`config.mk`:
```
export PLATFORM = sky130hd
export DESIGN_NAME = usb_crc_engine_flat
export DESIGN_NICKNAME = d
export VERILOG_FILES = /design/src/rtl/usb_crc_engine_if.sv /design/src/rtl/usb_crc_engine.sv /design/src/flat_wrapper.sv
export SDC_FILE = /design/constraint.sdc
export NUM_CORES = 1
export LEC_CHECK = 0
export CAP_MARGIN = 0
export CORE_MARGIN = 4
export CORE_UTILIZATION = 41
export CTS_CLUSTER_DIAMETER = 200
export DETAILED_ROUTE_END_ITERATION = 7
export PLACE_DENSITY = 0.72
export REMOVE_ABC_BUFFERS = 1
export SYNTH_ARGS = -nofsm -noshare
export SYNTH_HDL_FRONTEND = slang
export SYNTH_SLANG_ARGS = --single-unit
```
`constraint.sdc`:
```
create_clock -name clk -period 1.3 [get_ports clk]
set_input_delay 0.39 -clock clk [delete_from_list [all_inputs] [get_ports clk]]
set_output_delay 0.39 -clock clk [all_outputs]
set_load 0.005 [all_outputs]
```
`src/rtl/usb_crc_engine_if.sv`:
```
// usb_crc_engine_if: serial CRC engine control and result bundle.
// Master drives the bit stream and commands; slave is the engine.
interface usb_crc_engine_if #(
   parameter int CRC_WIDTH = 5
);
   logic                 crc_clear;
   logic                 shift_enable;
   logic                 crc_enable;
   logic                 d_orig;
   logic                 emit_start;
   logic                 crc_out;
   logic                 crc_out_valid;
   logic                 emit_done;
   logic                 crc_match;
   logic [CRC_WIDTH-1:0] crc_value;
   logic                 busy;

   modport master (
      output crc_clear, shift_enable, crc_enable, d_orig, emit_start,
      input  crc_out, crc_out_valid, emit_done, crc_match, crc_value, busy
   );

   modport slave (
      input  crc_clear, shift_enable, crc_enable, d_orig, emit_start,
      output crc_out, crc_out_valid, emit_done, crc_match, crc_value, busy
   );
endinterface

```
`src/rtl/usb_crc_engine.sv`:
```
// usb_crc_engine: bit-serial USB CRC accumulator and emitter.
// Accumulates unstuffed data bits, then shifts out the complemented CRC.
module usb_crc_engine #(
   parameter int                   CRC_WIDTH = 5,
   parameter logic [CRC_WIDTH-1:0] POLY      = CRC_WIDTH'(5'b00101),
   parameter logic [CRC_WIDTH-1:0] INIT      = '1,
   parameter logic [CRC_WIDTH-1:0] RESIDUE   = CRC_WIDTH'(5'b01100)
) (
   input logic               clk,
   input logic               n_rst,
   usb_crc_engine_if.slave   bus
);
   localparam int CW = $clog2(CRC_WIDTH + 1);
   localparam int MSB = CRC_WIDTH - 1;
   localparam logic [CW-1:0] LAST = CW'(CRC_WIDTH - 1);

   typedef enum logic [1:0] {
      IDLE  = 2'd0,
      ACCUM = 2'd1,
      EMIT  = 2'd2
   } state_t;

   state_t               state_q, state_d;
   logic [CRC_WIDTH-1:0] q_q, q_d;
   logic [CW-1:0]        cnt_q, cnt_d;
   logic                 done_q, done_d;
   logic                 fb;

   // State register, CRC register, emit counter and done pulse.
   always_ff @(posedge clk or negedge n_rst) begin
      if (!n_rst) begin
         state_q <= IDLE;
         q_q     <= INIT;
         cnt_q   <= '0;
         done_q  <= 1'b0;
      end else begin
         state_q <= state_d;
         q_q     <= q_d;
         cnt_q   <= cnt_d;
         done_q  <= done_d;
      end
   end

   // Next state: clear beats emit_start, which beats accumulation.
   always_comb begin
      state_d = state_q;
      q_d     = q_q;
      cnt_d   = cnt_q;
      done_d  = 1'b0;
      fb      = bus.d_orig ^ q_q[MSB];
      if (bus.crc_clear) begin
         state_d = IDLE;
         q_d     = INIT;
         cnt_d   = '0;
      end else begin
         unique case (state_q)
            IDLE, ACCUM: begin
               if (bus.emit_start) begin
                  state_d = EMIT;
                  cnt_d   = '0;
               end else if (bus.shift_enable && bus.crc_enable) begin
                  q_d     = {q_q[MSB-1:0], 1'b0} ^ (fb ? POLY : '0);
                  state_d = ACCUM;
               end
            end
            EMIT: begin
               if (bus.shift_enable) begin
                  if (cnt_q == LAST) begin
                     state_d = IDLE;
                     q_d     = INIT;
                     cnt_d   = '0;
                     done_d  = 1'b1;
                  end else begin
                     q_d   = {q_q[MSB-1:0], 1'b1};
                     cnt_d = cnt_q + 1'b1;
                  end
               end
            end
            default: begin
               state_d = IDLE;
            end
         endcase
      end
   end

   // Outputs: emitted bit is the complemented MSB, only while emitting.
   always_comb begin
      bus.busy          = (state_q == EMIT);
      bus.crc_out       = (state_q == EMIT) ? ~q_q[MSB] : 1'b0;
      bus.crc_out_valid = (state_q == EMIT) && bus.shift_enable;
      bus.emit_done     = done_q;
      bus.crc_match     = (q_q == RESIDUE) && (state_q != EMIT);
      bus.crc_value     = q_q;
   end
endmodule

```
`src/flat_wrapper.sv`:
```
// flat-port wrapper written by rule: the top's interface ports become plain ports
module usb_crc_engine_flat 
#(
   parameter int                   CRC_WIDTH = 5,
   parameter logic [CRC_WIDTH-1:0] POLY      = CRC_WIDTH'(5'b00101),
   parameter logic [CRC_WIDTH-1:0] INIT      = '1,
   parameter logic [CRC_WIDTH-1:0] RESIDUE   = CRC_WIDTH'(5'b01100)
)
  (clk, n_rst, bus_crc_clear, bus_shift_enable, bus_crc_enable, bus_d_orig, bus_emit_start, bus_crc_out, bus_crc_out_valid, bus_emit_done, bus_crc_match, bus_crc_value, bus_busy);
  usb_crc_engine_if #(.CRC_WIDTH(CRC_WIDTH)) bus_i ();
  input logic clk;
  input logic n_rst;
  input wire logic [$bits(bus_i.crc_clear)-1:0] bus_crc_clear;
  input wire logic [$bits(bus_i.shift_enable)-1:0] bus_shift_enable;
  input wire logic [$bits(bus_i.crc_enable)-1:0] bus_crc_enable;
  input wire logic [$bits(bus_i.d_orig)-1:0] bus_d_orig;
  input wire logic [$bits(bus_i.emit_start)-1:0] bus_emit_start;
  output wire logic [$bits(bus_i.crc_out)-1:0] bus_crc_out;
  output wire logic [$bits(bus_i.crc_out_valid)-1:0] bus_crc_out_valid;
  output wire logic [$bits(bus_i.emit_done)-1:0] bus_emit_done;
  output wire logic [$bits(bus_i.crc_match)-1:0] bus_crc_match;
  output wire logic [$bits(bus_i.crc_value)-1:0] bus_crc_value;
  output wire logic [$bits(bus_i.busy)-1:0] bus_busy;
  assign bus_i.crc_clear = bus_crc_clear;
  assign bus_i.shift_enable = bus_shift_enable;
  assign bus_i.crc_enable = bus_crc_enable;
  assign bus_i.d_orig = bus_d_orig;
  assign bus_i.emit_start = bus_emit_start;
  assign bus_crc_out = bus_i.crc_out;
  assign bus_crc_out_valid = bus_i.crc_out_valid;
  assign bus_emit_done = bus_i.emit_done;
  assign bus_crc_match = bus_i.crc_match;
  assign bus_crc_value = bus_i.crc_value;
  assign bus_busy = bus_i.busy;
  usb_crc_engine #(.CRC_WIDTH(CRC_WIDTH), .POLY(POLY), .INIT(INIT), .RESIDUE(RESIDUE)) u_core (.clk(clk), .n_rst(n_rst), .bus(bus_i));
endmodule
```
== Yosys cells after proc, flatten, opt, wreduce, memory -nomap -nowiden ==
Cells that the tools add are included.

* Add/sub/neg operators: 1
* Equality and inequality tests: 11
* Muxes and demuxes: 23
* Bitwise logic cells: 3
* Reductions and logical operators: 9

{| class="wikitable"
|+ Operator list
! kind !! count
|-
| 5-bit 2-to-1 mux || 5
|-
| 3-bit 2-to-1 mux || 5
|-
| 2-bit 2-to-1 mux || 5
|-
| 5-bit one-hot mux with 2 select lines || 1
|-
| 3-bit inequality test, second input constant || 3
|-
| 3-bit by 2-bit inequality test with 1-bit output, second input constant || 2
|-
| 3-bit one-hot mux with 2 select lines || 1
|-
| 3-bit AND reduction || 2
|-
| 5-bit by 4-bit equality test with 1-bit output, second input constant || 1
|-
| 1-bit 2-to-1 mux || 5
|-
| 5-bit XOR || 1
|-
| 4-bit by 3-bit inequality test with 1-bit output, second input constant || 1
|-
| 2-bit one-hot mux with 2 select lines || 1
|-
| 4-bit AND reduction || 1
|-
| 3-bit by 1-bit adder with 3-bit output, second input constant || 1
|-
| 3-bit equality test, second input constant || 1
|-
| 1-bit logical AND || 3
|-
| 3-bit nonzero test || 1
|-
| 2-bit by 1-bit equality test with 1-bit output, second input constant || 1
|-
| 2-bit equality test, second input constant || 1
|-
| 2-bit logical NOT || 1
|-
| 2-bit inequality test, second input constant || 1
|-
| 2-bit OR reduction || 1
|-
| 1-bit inverter || 1
|-
| 1-bit XOR || 1
|}

* Register bits after elaboration: 11
* Bits of input ports: 7
* Output and inout port bits: 10
* Logic and storage cells: 51

== Logic depth before layout (Yosys ltp) ==
Gate-level depths: netlist (run 1).

* Depth after elaboration: 7
* Depth in mapped cells: 5
* Gate-level depth less buffers: 5

== Least setup slack after synthesis (run 1) ==
OpenSTA, ideal clock, no wires.

* Kind: reg2reg
* Start point: reg u_core.state_q[1]
* End point: reg u_core.q_q[1] (netlist: u_core.bus.crc_value[1])
* Library setup time: 0.082 ns
* Arrival: 1.268 ns
* Required time: 1.218 ns
* Slack: -0.050 ns
* Cell stages (with the launch flop): 5
* Path buffers: 0
* Clock period less this slack: 1.350 ns
* Path through: dfrtp_1 nor3b_1 o21ai_4 nand2_2 mux2_4

* Cells in the longest elaborated chain, start to end: 4
* Elaborated cells on any way between the ends: 11
* Classes of those cells: eq/ne: 5; mux: 2; reduce/logical: 4

{| class="wikitable"
|+ RTL lines
! what !! line !! text
|-
| start: declaration || usb_crc_engine.sv:23 || <nowiki>state_t state_q, state_d;</nowiki>
|-
| start signal: assignment || usb_crc_engine.sv:37 || <nowiki>state_q <= state_d;</nowiki>
|-
| 2-bit by 1-bit equality test with 1-bit output or 2-bit logical NOT (tied branches) || usb_crc_engine.sv:56 || <nowiki>unique case (state_q)</nowiki>
|-
| 2-bit OR reduction || usb_crc_engine.sv:56 ||
|-
| 3-bit by 2-bit inequality test with 1-bit output (no line), or another cell as far along || - ||
|-
| 4-bit AND reduction (no line) or 5-bit 2-to-1 mux (tied branches) || - ||
|-
| end signal: assignment || usb_crc_engine.sv:38 || <nowiki>q_q <= q_d;</nowiki>
|-
| end: declaration || usb_crc_engine.sv:24 || <nowiki>logic [CRC_WIDTH-1:0] q_q, q_d;</nowiki>
|}

Several ways; a longest one is shown, not always the timed one.
A chain may end at the register's enable or synchronous reset.

== Final worst setup path (run 1) ==
* Start point: reg u_core.q_q[3] (netlist: u_core.bus.crc_value[3])
* End point: out bus_crc_match

* Cells in the longest elaborated chain, start to end: 2

{| class="wikitable"
|+ RTL lines
! what !! line !! text
|-
| 5-bit by 4-bit equality test with 1-bit output || usb_crc_engine.sv:92 || <nowiki>bus.crc_match = (q_q == RESIDUE) && (state_q != EMIT);</nowiki>
|-
| 1-bit logical AND || usb_crc_engine.sv:92 ||
|-
| end: declaration || flat_wrapper.sv:21 || <nowiki>output wire logic [$bits(bus_i.crc_match)-1:0] bus_crc_match;</nowiki>
|}

Every way passes these cells.

==> results of run 1 <==
layer usage:
metal,global-route usage [%],vias to the layer above,routed length [µm]
met3,3.45,5,88
met1,19.1,330,742
met4,9.94,0,40
li1,-,333,-
met2,36.4,18,1090
met5,0,-,0
power groups by stage:
| stage | sequential [W] | clock, W | combinational [W] |
|---|---|---|---|
| after floorplan | 0.000392 | 0 | 0.0000962 |
| after global placement | 0.000386 | 0 | 0.000258 |
| after detailed placement | 0.000387 | 0 | 0.000262 |
| after CTS | 0.000380 | 0.000244 | 0.000309 |
| after global routing | 0.000384 | 0.000262 | 0.000387 |
| final | 0.000382 | 0.000237 | 0.000360 |
critical path: stages, from the launching register on:
cell	delay [ns]
dfstp_2	0.54
nand3_1	0.07
nor4_1	0.20
buf_2	0.17
per-stage QoR:
stage | worst slack (ns) | power, W | TNS (ns) | utilization [%] | hold slack [ns]
after floorplan | -0.0499 | 0.000488 | -0.164 | - | 0.0944
after global placement | -0.547 | 0.000644 | -6.05 | 71.1 | 0.537
after detailed placement | -0.572 | 0.000649 | -6.37 | 71.1 | 0.544
after CTS | -0.284 | 0.000932 | -1.96 | 79.8 | 0.402
after global routing | -0.450 | 0.00103 | -3.33 | 86.8 | 0.393
final | -0.358 | 0.000979 | -2.33 | 86.8 | 0.403
state kept, by name, summed over array words and instances, names as in the netlist:
name / cells
u_core.bus.crc_value: 5
u_core.state_q: 2
u_core.bus.emit_done: 1
u_core.cnt_q: 3
Yosys cell counts:
| master | instances | area share (%) |
|---|---|---|
| and4_1 | 1 | 1.4 |
| a221oi_1 | 1 | 1.4 |
| nand3_1 | 3 | 2.4 |
| a211o_1 | 1 | 1.4 |
| o211ai_1 | 1 | 1.2 |
| a31oi_1 | 1 | 0.98 |
| a32o_1 | 1 | 1.6 |
| nand2_2 | 1 | 0.98 |
| ha_1 | 2 | 3.9 |
| inv_1 | 5 | 3.0 |
| dfstp_2 | 5 | 21 |
| nor2_2 | 1 | 0.98 |
| a32oi_1 | 1 | 1.4 |
| nor4_1 | 2 | 2.0 |
| inv_6 | 1 | 1.4 |
| dfrtp_1 | 6 | 24 |
| o21ai_4 | 1 | 2.6 |
| a2111oi_0 | 1 | 1.4 |
| xor2_1 | 1 | 1.4 |
| nor2_1 | 4 | 2.4 |
| mux2_4 | 3 | 7.1 |
| nand2_1 | 9 | 5.3 |
| and2_1 | 1 | 0.98 |
| nor3_1 | 1 | 0.79 |
| nor3b_1 | 1 | 1.2 |
| clkbuf_1 | 1 | 0.59 |
| nand2b_4 | 1 | 2.2 |
| o21ai_1 | 1 | 0.79 |
| o21ai_0 | 3 | 2.4 |
| nand2b_1 | 3 | 3.0 |
what timing repair did:
action	4_1_cts	5_1_grt
setup buffers	8	3
pin swaps	6	5
resized for setup	59	23
setup endpoints to repair	20	21
worst paths after layout:
check | from | to | slack, ns | cells past startpoint
setup reg to reg | u_core.state_q[1]$_DFFE_PN0P_ | u_core.bus.crc_value[1]$_DFFE_PN1P_ | -0.17 | 7
setup / recovery | u_core.bus.crc_value[3]$_DFFE_PN1P_ | bus_crc_match | -0.36 | 3
max in group asynchronous | n_rst | u_core.bus.crc_value[3]$_DFFE_PN1P_ | 0.67 | 2
hold / removal | n_rst | u_core.state_q[0]$_DFFE_PN0P_ | 0.40 | 2
hold reg to reg | u_core.cnt_q[0]$_DFFE_PN0P_ | u_core.cnt_q[0]$_DFFE_PN0P_ | 0.60 | 2
min in group clk | bus_crc_enable | u_core.state_q[0]$_DFFE_PN0P_ | 0.54 | 3
layout make-up:
cell class / instances / share of cell area (%)
clock buffers: 4 / 2.19
repair buffers: 49 / 35.6
multi-input cells: 46 / 34.9
flip-flops and latches: 11 / 23.5
inverters: 6 / 2.29
well taps: 15 / 1.56
cell families (layout without fill, tap and decap cells):
| logic type | after synthesis | after routing | synth area share [%] |
|---|---|---|---|
| simple gates | 28 | 28 | 23.4 |
| compound gates | 12 | 12 | 15.0 |
| flops | 11 | 11 | 44.3 |
| buf+inv | 7 | 59 | 4.92 |
| mux | 3 | 3 | 7.09 |
| fa+ha+maj | 2 | 2 | 3.94 |
| xor+xnor | 1 | 1 | 1.38 |
==> flow_metrics.tcl, run 1 <==
set metrics [dict create \
    fmax_mhz 603 \
    clock_latency_ns 0.27 \
    row_count 13 \
    nets 126 \
    static-leakage-power_nw 0.544 \
    avgSynthCellArea_um2 9.93 \
    core_area_um2 1380 \
    drv_cap 0 \
    rsz0062_at_grt "yes" \
    tritoncts "yes" \
    switchingPower_w 0.000284 \
    relSlewSlack_pct 70.5 \
    drive_gt1_share_pct 64.7 \
    power_frac_seq_pct 39.0 \
    final_cell_mix "25 x buf_4, 14 x buf_6, 8 x nand2_1" \
    place_area_um2 983 \
    gp_congestion 0.800 \
    finalNonFillerCells 131 \
    cts.sinks 11 \
    overflow 0 \
    grt_pass1_vias 669 \
    pwr-share-comb_pct 36.8 \
    drt_pass1_iterations 4 \
    dp_cells 117 \
    worstPathRequired_ns 0.91 \
    grt_antenna_before_repair 0 \
    drt_iter0_markers 5 \
    avgRoutedWirePerCell_um 15.0 \
    stdcell_area_um2 1200 \
    switching_share_pct 29.0 \
    grt_pass1_wl_mm 2.87 \
    worst_setup_path_end_kind "output port" \
    violations "negative setup slack" \
    slew_viol_final 0 \
    p_int_w 0.000695 \
    grt_util_all_layers_pct 19.1 \
    place_hpwl_mm 1.24 \
    die_y_um 47.4 \
    die_w_um 47.4 \
    powerDensity_nw_per_um2 816 \
    htree_levels 1 \
    multiInputGateArea_um2 419 \
    period_share_pct 128 \
    tightest_slew_ns 0.442 \
    portBuffers 16 \
    ys_warn_count 0 \
    via_count 686 \
    numCtsBuffers 3 \
    critPathArrivalTime_ns 1.27 \
    seqCellArea_um2 282 \
    hold_violations 0 \
    vdd_drop_max_mv 0.660 \
    ctsHoldBuffers 0 \
    finalWirelength_mm 1.96 \
    clk_pin_slew_ns 0.07 \
    die_area_um2 2240 \
    syn_to_final_growth_pct 88.8 \
    min_period_ns 1.66 \
    outcome "finished, violations left" \
    ios 17 \
    ys_seq_area_share_pct 44.3 \
    ys_ff_latch 11 \
    clkPwrFrac_pct 24.2 \
    initial_core_util_pct 46.0 \
    cts-root-buf "clkbuf_4" \
    holdCritPathClass "in2async" \
    yosysUniqueCellTypes 30 \
    setup-violations-final 16 \
    fin_ws_ns -0.358 \
    vias_per_cell 5.24 \
    grt_max_degree 12 \
    mostFrequentLayoutCell "buf_4" \
    syn_area_um2 636 \
    final_antenna_net_count 0 \
    remaining_drc_errors 0 \
    nFillCells 76 \
    crit_path_max_fanout 2 \
    crit_path_start_kind "flop" \
    worstSetupPathType "reg2out" \
    postSynthCellCount 64 \
    skew_ns 0.000651 \
    clk_path_buf_depth 2 \
    diodes 0 \
]
(Power assumes the default switching activity.)
==> run 2: changes to the inputs <==
ABC_CLOCK_PERIOD_IN_PS = 1300   (was default)
HOLD_SLACK_MARGIN = 0.15   (was default)
==> results of run 2 <==
The final DEF is identical to that of run 1; final timing and power are the same.
